===== src/rtl/parser_pkg.sv =====
// parser_pkg: rule descriptor type, sender FSM encoding and info-type codes shared with the rule receiver
package parser_pkg;
  localparam int TYPE_NUM = 4;
  localparam int KEY_FILED_NUM = 8;
  localparam int TYPE_WIDTH = 16;
  localparam int TYPE_OFFSET_WIDTH = 8;
  localparam int KEY_OFFSET_WIDTH = 8;
  localparam int SHIFT_WIDTH = 8;
  localparam int RULE_CONF_WR_NUM = 2 * TYPE_NUM + KEY_FILED_NUM + 3;
  localparam int IDX_W = 4;
  localparam int TI_W = $clog2(TYPE_NUM);
  localparam int KI_W = $clog2(KEY_FILED_NUM);
  localparam logic [2:0] INFO_COMMIT = 3'd0;
  localparam logic [2:0] INFO_TYPE = 3'd1;
  localparam logic [2:0] INFO_TOFF = 3'd2;
  localparam logic [2:0] INFO_KEY = 3'd3;
  localparam logic [2:0] INFO_HEAD = 3'd4;
  localparam logic [2:0] INFO_META = 3'd5;
  localparam logic [2:0] S_IDLE = 3'd0;
  localparam logic [2:0] S_TYPE = 3'd1;
  localparam logic [2:0] S_TOFF = 3'd2;
  localparam logic [2:0] S_KEY = 3'd3;
  localparam logic [2:0] S_HEAD = 3'd4;
  localparam logic [2:0] S_META = 3'd5;
  localparam logic [2:0] S_COMMIT = 3'd6;
  typedef struct packed {
    logic valid;
    logic [TYPE_NUM-1:0][TYPE_WIDTH-1:0] type_data;
    logic [TYPE_NUM-1:0][TYPE_WIDTH-1:0] type_mask;
    logic [TYPE_NUM-1:0][TYPE_OFFSET_WIDTH-1:0] type_offset;
    logic [KEY_FILED_NUM-1:0][KEY_OFFSET_WIDTH-1:0] key_offset;
    logic [KEY_FILED_NUM-1:0] key_offset_v;
    logic [SHIFT_WIDTH-1:0] head_shift;
    logic [SHIFT_WIDTH-1:0] meta_shift;
  } rule_desc_t;
  function automatic logic [2:0] info_code(input logic [2:0] st);
    return st == S_TYPE ? INFO_TYPE : st == S_TOFF ? INFO_TOFF : st == S_KEY ? INFO_KEY :
           st == S_HEAD ? INFO_HEAD : st == S_META ? INFO_META : INFO_COMMIT;
  endfunction
endpackage


===== src/rtl/rule_conf_sender_if.sv =====
// rule_conf_sender_if: descriptor handshake plus rule config write bus; RULE_CONF_SENDER_STAT_EN adds commit_cnt
interface rule_conf_sender_if;
  import parser_pkg::*;
  logic cmd_valid;
  logic cmd_ready;
  logic [5:0] cmd_rule_id;
  rule_desc_t cmd_desc;
  logic hold;
  logic rule_wren;
  logic [31:0] rule_wdata;
  logic [31:0] rule_addr;
  logic busy;
  logic done;
`ifdef RULE_CONF_SENDER_STAT_EN
  logic [15:0] commit_cnt;
  modport master(input cmd_valid, cmd_rule_id, cmd_desc, hold,
                 output cmd_ready, rule_wren, rule_wdata, rule_addr, busy, done, commit_cnt);
  modport slave(output cmd_valid, cmd_rule_id, cmd_desc, hold,
                input cmd_ready, rule_wren, rule_wdata, rule_addr, busy, done, commit_cnt);
`else
  modport master(input cmd_valid, cmd_rule_id, cmd_desc, hold,
                 output cmd_ready, rule_wren, rule_wdata, rule_addr, busy, done);
  modport slave(output cmd_valid, cmd_rule_id, cmd_desc, hold,
                input cmd_ready, rule_wren, rule_wdata, rule_addr, busy, done);
`endif
endinterface


===== src/rtl/rule_conf_sender.sv =====
// rule_conf_sender: streams a rule descriptor as config writes ending in a commit; RULE_CONF_SENDER_STAT_EN adds a commit counter
module rule_conf_sender
  import parser_pkg::*;
#(
  parameter logic [31:0] ADDR_BASE = 32'h0,
  parameter int IDLE_GAP = 0
) (
  input logic i_clk,
  input logic i_rst,
  rule_conf_sender_if.master bus
);
  logic [2:0] state_q, state_d, nst;
  logic [IDX_W-1:0] idx_q, idx_d, nix, last_ix;
  logic [1:0] gap_q, gap_d;
  logic [5:0] id_q, id_d;
  rule_desc_t desc_q, desc_d, src;
  logic wren_q, wren_d, done_q, done_d;
  logic [31:0] wdata_q, wdata_d, addr_q, addr_d, word, waddr;
  logic accept, free, seq, step, gap_start, load;
  assign free = !bus.hold;
  assign bus.cmd_ready = state_q == S_IDLE && free;
  assign accept = bus.cmd_valid && bus.cmd_ready;
  assign bus.busy = state_q != S_IDLE;
  assign bus.rule_wren = wren_q && free;
  assign bus.done = done_q && free;
  assign bus.rule_wdata = wdata_q;
  assign bus.rule_addr = addr_q;
  // successor of the write on the bus and the word it produces
  always_comb begin
    seq = state_q == S_TYPE || state_q == S_TOFF || state_q == S_KEY;
    last_ix = state_q == S_KEY ? IDX_W'(KEY_FILED_NUM - 1) : IDX_W'(TYPE_NUM - 1);
    step = seq && idx_q != last_ix;
    nst = state_q == S_IDLE ? S_TYPE : step ? state_q : state_q == S_COMMIT ? S_IDLE : state_q + 3'd1;
    nix = step ? idx_q + 1'b1 : '0;
    src = state_q == S_IDLE ? bus.cmd_desc : desc_q;
    word = nst == S_TYPE ? (32'(src.type_data[nix[TI_W-1:0]]) << 16) | 32'(src.type_mask[nix[TI_W-1:0]]) :
           nst == S_TOFF ? 32'(src.type_offset[nix[TI_W-1:0]]) :
           nst == S_KEY ? {15'd0, src.key_offset_v[nix[KI_W-1:0]], 16'(src.key_offset[nix[KI_W-1:0]])} :
           nst == S_HEAD ? 32'(src.head_shift) :
           nst == S_META ? 32'(src.meta_shift) :
           nst == S_COMMIT ? 32'(src.valid) : '0;
    waddr = nst == S_IDLE ? '0 : {ADDR_BASE[31:16], 5'd0, info_code(nst), 2'd0,
            nst == S_COMMIT ? id_q : (nst == S_HEAD || nst == S_META) ? 6'd0 : 6'(nix)};
  end
  // one write per free cycle with IDLE_GAP empty cycles between writes; hold freezes everything
  always_comb begin
    gap_start = state_q != S_IDLE && state_q != S_COMMIT && gap_q == 2'd0 && IDLE_GAP != 0;
    load = state_q == S_IDLE ? accept : gap_q == 2'd0 ? !gap_start : gap_q == 2'd1;
    state_d = free && load ? nst : state_q;
    idx_d = free && load ? nix : idx_q;
    gap_d = !free ? gap_q : gap_start ? 2'(IDLE_GAP) : gap_q != 2'd0 ? gap_q - 2'd1 : 2'd0;
    wren_d = free ? load && nst != S_IDLE : wren_q;
    done_d = free ? load && nst == S_COMMIT : done_q;
    wdata_d = free ? (load ? word : '0) : wdata_q;
    addr_d = free ? (load ? waddr : '0) : addr_q;
    desc_d = accept ? bus.cmd_desc : desc_q;
    id_d = accept ? bus.cmd_rule_id : id_q;
  end
  // state and the single output register stage
  always_ff @(posedge i_clk or posedge i_rst)
    if (i_rst) begin
      state_q <= S_IDLE;
      idx_q <= '0;
      gap_q <= '0;
      id_q <= '0;
      desc_q <= '0;
      wren_q <= 1'b0;
      done_q <= 1'b0;
      wdata_q <= '0;
      addr_q <= '0;
    end else begin
      state_q <= state_d;
      idx_q <= idx_d;
      gap_q <= gap_d;
      id_q <= id_d;
      desc_q <= desc_d;
      wren_q <= wren_d;
      done_q <= done_d;
      wdata_q <= wdata_d;
      addr_q <= addr_d;
    end
`ifdef RULE_CONF_SENDER_STAT_EN
  logic [15:0] cnt_q, cnt_d;
  // count commit writes that actually reach the bus
  always_comb cnt_d = bus.done ? cnt_q + 16'd1 : cnt_q;
  // commit counter register
  always_ff @(posedge i_clk or posedge i_rst)
    if (i_rst) cnt_q <= '0;
    else cnt_q <= cnt_d;
  assign bus.commit_cnt = cnt_q;
`endif
endmodule

===== src/flat_wrapper.sv =====
// flat-port wrapper written by rule: the top's interface ports become plain ports
module rule_conf_sender_flat import parser_pkg::*;
#(
  parameter logic [31:0] ADDR_BASE = 32'h0,
  parameter int IDLE_GAP = 0
)
  (i_clk, i_rst, bus_cmd_valid, bus_cmd_rule_id, bus_cmd_desc, bus_hold, bus_cmd_ready, bus_rule_wren, bus_rule_wdata, bus_rule_addr, bus_busy, bus_done);
  rule_conf_sender_if bus_i ();
  input logic i_clk;
  input logic i_rst;
  input wire logic [$bits(bus_i.cmd_valid)-1:0] bus_cmd_valid;
  input wire logic [$bits(bus_i.cmd_rule_id)-1:0] bus_cmd_rule_id;
  input wire logic [$bits(bus_i.cmd_desc)-1:0] bus_cmd_desc;
  input wire logic [$bits(bus_i.hold)-1:0] bus_hold;
  output wire logic [$bits(bus_i.cmd_ready)-1:0] bus_cmd_ready;
  output wire logic [$bits(bus_i.rule_wren)-1:0] bus_rule_wren;
  output wire logic [$bits(bus_i.rule_wdata)-1:0] bus_rule_wdata;
  output wire logic [$bits(bus_i.rule_addr)-1:0] bus_rule_addr;
  output wire logic [$bits(bus_i.busy)-1:0] bus_busy;
  output wire logic [$bits(bus_i.done)-1:0] bus_done;
  assign bus_i.cmd_valid = bus_cmd_valid;
  assign bus_i.cmd_rule_id = bus_cmd_rule_id;
  assign bus_i.cmd_desc = bus_cmd_desc;
  assign bus_i.hold = bus_hold;
  assign bus_cmd_ready = bus_i.cmd_ready;
  assign bus_rule_wren = bus_i.rule_wren;
  assign bus_rule_wdata = bus_i.rule_wdata;
  assign bus_rule_addr = bus_i.rule_addr;
  assign bus_busy = bus_i.busy;
  assign bus_done = bus_i.done;
  rule_conf_sender #(.ADDR_BASE(ADDR_BASE), .IDLE_GAP(IDLE_GAP)) u_core (.i_clk(i_clk), .i_rst(i_rst), .bus(bus_i));
endmodule

===== config.mk =====
export PLATFORM = sky130hd
export DESIGN_NAME = rule_conf_sender_flat
export DESIGN_NICKNAME = d
export VERILOG_FILES = /design/src/rtl/parser_pkg.sv /design/src/rtl/rule_conf_sender_if.sv /design/src/rtl/rule_conf_sender.sv /design/src/flat_wrapper.sv
export SDC_FILE = /design/constraint.sdc
export NUM_CORES = 1
export LEC_CHECK = 0
export ABC_AREA = 1
export BUFFER_PORTS_ARGS = -buffer_cell sky130_fd_sc_hd__buf_2
export CORE_ASPECT_RATIO = 1.25
export CORE_MARGIN = 5
export CORE_UTILIZATION = 35
export CTS_CLUSTER_SIZE = 30
export DETAILED_ROUTE_END_ITERATION = 10
export GPL_TIMING_DRIVEN = 0
export HOLD_SLACK_MARGIN = 0.08
export PLACE_DENSITY_LB_ADDON = 0.08
export SLEW_MARGIN = 25
export SYNTH_ARGS = -nofsm -noshare
export SYNTH_HDL_FRONTEND = slang
export SYNTH_SLANG_ARGS = --single-unit

===== constraint.sdc =====
create_clock -name i_clk -period 10.86 [get_ports i_clk]
set_clock_uncertainty 0.05 [all_clocks]
set_input_delay 1.629 -clock i_clk [delete_from_list [all_inputs] [get_ports i_clk]]
set_output_delay 1.629 -clock i_clk [all_outputs]
set_load 0.01 [all_outputs]

Word level (Yosys, flattened, before mapping)
Cells that the tools add are included.

word-level totals
  register bits after elaboration = 330
  logic and storage cells = 103

operators by class
  $add $sub $neg = 3
  $lt $le $gt $ge = 2
  equal/unequal tests = 12
  multiplexer cells = 35
  bitwise logic cells = 1
  reduce and logical (&&, ||, !) cells = 18

operators with widths
  operator             number
  $mux 249             1
  $mux 32              7
  $bmux 16 s2          2
  $mux 16              2
  $or 32x16->32        1
  $mux 3               9
  $bmux 8 s3           1
  $bmux 8 s2           1
  $mux 8               2
  $eq 3x2->1 const B   4
  $eq 3x3->1 const B   4
  $mux 11              1
  $logic_and 1x1->1    8
  $mux 4               2
  $eq 3x1->1 const B   2
  $logic_not 3->1      2
  $mux 6               1
  $reduce_bool 3->1    2
  $add 4x1->4 const B  1
  $lt 3x4->1 const B   1
  $mux 1               4
  $ne 4x4->1           1
  $add 3x1->3 const B  1
  $bmux 1 s3           1
  8 further kinds      10

Logic depth before layout (Yosys ltp)
  depth in word-level cells = 14
  gate-level depth with buffers = 20

Worst setup path before layout
No wires, ideal clock.

  path type = input to output
  start point = input port bus_hold
  end point = output port bus_done
  data arrival time = 2.339 ns
  slack = 6.842 ns
  stages = 3
  buffers on the path = 2
  cells stage by stage = clkbuf_1 > clkbuf_1 > nor2_1

on the way
  longest elaborated chain between the ends = 2

RTL lines
  what                RTL line                source
  start: declaration  flat_wrapper.sv:14      input wire logic [$bits(bus_i.hold)-1:0] bus_hold;
  $logic_not 1->1     rule_conf_sender.sv:20  assign free = !bus.hold;
  $logic_and 1x1->1   rule_conf_sender.sv:25  assign bus.done = done_q && free;
  end: declaration    flat_wrapper.sv:20      output wire logic [$bits(bus_i.done)-1:0] bus_done;

Every way passes these cells.

Worst setup path in the final report
  start point = input port bus_hold
  end point = output port bus_rule_wren

on the way
  longest elaborated chain between the ends = 2

RTL lines
  what               RTL line                source
  $logic_not 1->1    rule_conf_sender.sv:20
  $logic_and 1x1->1  rule_conf_sender.sv:24  assign bus.rule_wren = wren_q && free;
  end: declaration   flat_wrapper.sv:16      output wire logic [$bits(bus_i.rule_wren)-1:0] bus_rule_wren;

Every way passes these cells.

==> results.md <==
* Worst Path Buf+Inv at 4
* Clock latency on the worst-skew pair at 0.55 ns
* Layout cell share with drive strength beyond 1 at 21.7%
* Post-synth top area cell: dfrtp_1
* Post_cts resized at 0
* CTS max path bufs at 3
* Max Slew Vio Count at 0
* Final worst path period share at 44.4%
* Initial antenna violation count at 1
* Initial Util at 35.4%
* Top FF cell, synth: dfrtp_1
* R2R Setup Slk at 7.56 ns
* MaxCap Viol Count at 0
* Top cells by count, synth: 555 x nand2_1, 307 x dfrtp_1, 305 x o21ai_0
* Port bufs at 303
* Critical path type: input pin to primary output
* Synth cell types at 38
* Ys Warns at 0
* First-pass GRT wire length at 103000 um
* Comb power frac at 55.0%
* Met1 usage in global routing at 32.1%
* Post-DR wirelength/cell at 21.5 um
* Top delay family on crit path: buffers and inverters
* Gr ovfl total at 0
* Syn avg cell area at 7.53 um2
* Hold Path Class: flip-flop to flip-flop
* Iteration-0 DRC count of the detailed router at 1267
* DRT Wirelength at 70200 um
* # rows at 89
* Synth-to-Final Area Change at 22.3%
* # IOs at 327
* Final Critical Period at 4.82 ns
* Number of global-route vias before repair at 16600
* Cell area after layout at 20500 um2
* Max H-tree Level at 2
* Maximum fanout along the worst path at 10
* Via/cell ratio at 5.10
* R2R Path End: u_core.bus.rule_wdata[29]
* Endpoints failing setup at 0
* Hold path startpoint: u_core.bus.rule_addr[0]
* Die Area at 52400 um2
* Top Usage Layer GRT: met2
* Detailed Routing Iterations Pass 1 at 6
* Rel. slew slack at 42.6%
* Die Wd at 206 um
* Crit path cell chain: buf_2 -> clkbuf_1 -> clkbuf_1 -> nor2_1 -> buf_2
* RSZ-0062 raised after global routing: no
* Critical path's slowest cell: clkbuf_1
* CTS tree: done
* Clock Power Share at 18.0%
* Worst Max-Slew Pin Slew at 0.861 ns
* CP Data Arrival Time at 3.14 ns
* Status: completed
* Tot GR Track Use at 26.3%
* Largest net degree at the start of global routing at 93
* Die Y at 255 um
* Detailed placer's ending HPWL at 53900 um
* Net Sw Power at 3.41 mW
* Worst Path Required at 9.18 ns
* TritonCTS buffer count at 37
* Top-area cell type share of the netlist area at 45.8%
* Final Hold Viols at 0
* Post-synth EDFFs at 0
* Clock Sink Count at 307
* Most numerous cell in the Yosys netlist: nand2_1
* Switching Share at 48.6%
* Peak Freq at 0.207 GHz
* Mapped cell area at 16800 um2
* P per Cell Area at 342 nW/um2
* Worst r2r path cells at 13
* Post-CTS setup buffers at 0
* Sum Neg Setup Slack at 0 ns
* Post-route ant nets at 0
* Crit end category: primary output
* Final nets at 2856
* Hold-fix buffers, CTS at 0
* DP Area at 19300 um2
* Via count at 16600
* Cell Int Power at 3.60 mW
* IR Drop Worst-Case VDD at 0.135 mV
* Core ar. at 47300 um2
* Post-Synthesis Cells at 2227
* Routability cong. at 0.887
* Synth Register Bits at 307
* Clk slew on worst S/H paths at 0.06 ns
* Reg power frac at 26.9%
* CP peak stage delay at 0.58 ns
* Setup crit start: bus_hold
* Pwr Total at 7.01 mW
* Leak at 10.6 nW
* Ys async rst share at 100%
* Root Driver: clkbuf_16
* Worst Hold Depth at 2
* Seq/Total Area, Yosys at 45.8%
* Worst R2R Start: u_core.state_q[0]
* Startpoint Class: input pin
* Met3 Track Usage GR at 3.13%
* Top cells by area, synth: dfrtp_1 46%, nand2_1 12%, o21ai_0 9.1%
* Residual DRC at 0
* Hold Path End: u_core.bus.rule_addr[0]
* M2 GR Usage at 47.2%
-- worst max-delay path by stage --
stage | endpoint | slack, ns | cells past startpoint
floorplan | u_core.bus.rule_addr[0] | 0.69 | 1
global placement | u_core.id_q[3] | -3.80 | 2
detailed placement | bus_done | 5.94 | 5
CTS | bus_done | 5.94 | 5
global route | bus_done | 5.93 | 5
finish | bus_rule_wren | 6.04 | 5
-- layout make-up --
type / instances / area, um2
flip-flops and latches: 307 / 7680
inverters: 272 / 1030
plain buffers: 170 / 876
repair buffers: 307 / 1630
well taps: 637 / 797
fillers: 4959 / 26800
diodes: 1 / 2.50
clock buffers: 61 / 1180
multi-input cells: 1500 / 7260
clock inverters: 7 / 41.3
-- layout by cell type, fill, tap and decap left out, drive strengths merged --
cell type  Yosys  routed
clkinv         2       7
conb           1      23
buf          118     425
dfrtp        307     307
inv          270     271
mux2          38      38
o2111ai        1       1
xor2           1       1
clkinvlp       0       1
nand2        562     562
nand3        130     130
o21ai        351     351
clkbuf        52     113
or2           22      22
a211oi        22      22
o21bai         1       1
diode          0       1
nor2         175     175
a21oi        106     106
ha             2       2
o21a           1       1
o211ai        65      65
-- flip-flops by register name (all words and copies together) (netlist names) --
signal / cells
u_core.id_q: 6
u_core.bus.rule_addr: 9
u_core.done_q: 1
u_core.idx_q: 4
u_core.bus.rule_wdata: 32
u_core.wren_q: 1
u_core.state_q: 3
u_core.gap_q: 2
u_core.desc_q: 249
-- cells by family after synthesis --
group / Yosys count / synth area share [%]
adder cells (fa/ha/maj): 2 / 0.149
XOR/XNOR: 1 / 0.0523
AND/OR/NAND/NOR: 889 / 22.3
flip-flops: 307 / 45.8
other: 1 / 0.0224
multiplexers: 38 / 2.55
AO/OA/AOI/OAI: 547 / 17.8
buffers and inverters: 442 / 11.3
-- per-layer routing --
metal / vias up / wire [um]
li1: 7835 / -
met1: 8038 / 27800
met2: 613 / 35500
met3: 137 / 3900
met4: 0 / 2990
met5: - / 0
-- power groups by stage --
stage | Combinational, mW | Clock (mW) | Sequential (mW)
final | 3.86 | 1.26 | 1.89
after global routing | 4.24 | 1.33 | 1.94
after CTS | 3.86 | 1.29 | 1.88
after detailed placement | 3.85 | 0 | 1.90
after global placement | 3.81 | 0 | 1.90
after floorplan | 2.46 | 0 | 1.87
-- worst reg2reg max path, cell delays in order, from the launching register on --
cell and delay, ns:
dfrtp_1 0.46, nand2_1 0.10, inv_1 0.04, ha_1 0.18, inv_1 0.13, nand2_1 0.07, nand3_1 0.19, nand2_4 0.12
nor2_4 0.17, buf_2 0.35, clkbuf_1 0.62, o21ai_0 0.18, o21ai_0 0.42, o21ai_1 0.10
-- per-stage QoR --
step,setup slack [ns],utilization (%),hold slack [ns],std cells
2_1_floorplan,0.693,-,0.396,2249
3_3_place_gp,-3.80,40.5,0.408,3189
3_5_place_dp,5.94,40.7,0.413,3193
4_1_cts,5.94,43.3,0.429,3261
5_1_grt,5.93,43.3,0.446,3261
6_report,6.04,43.3,0.430,3262
Power figures use the tool's default switching activity.
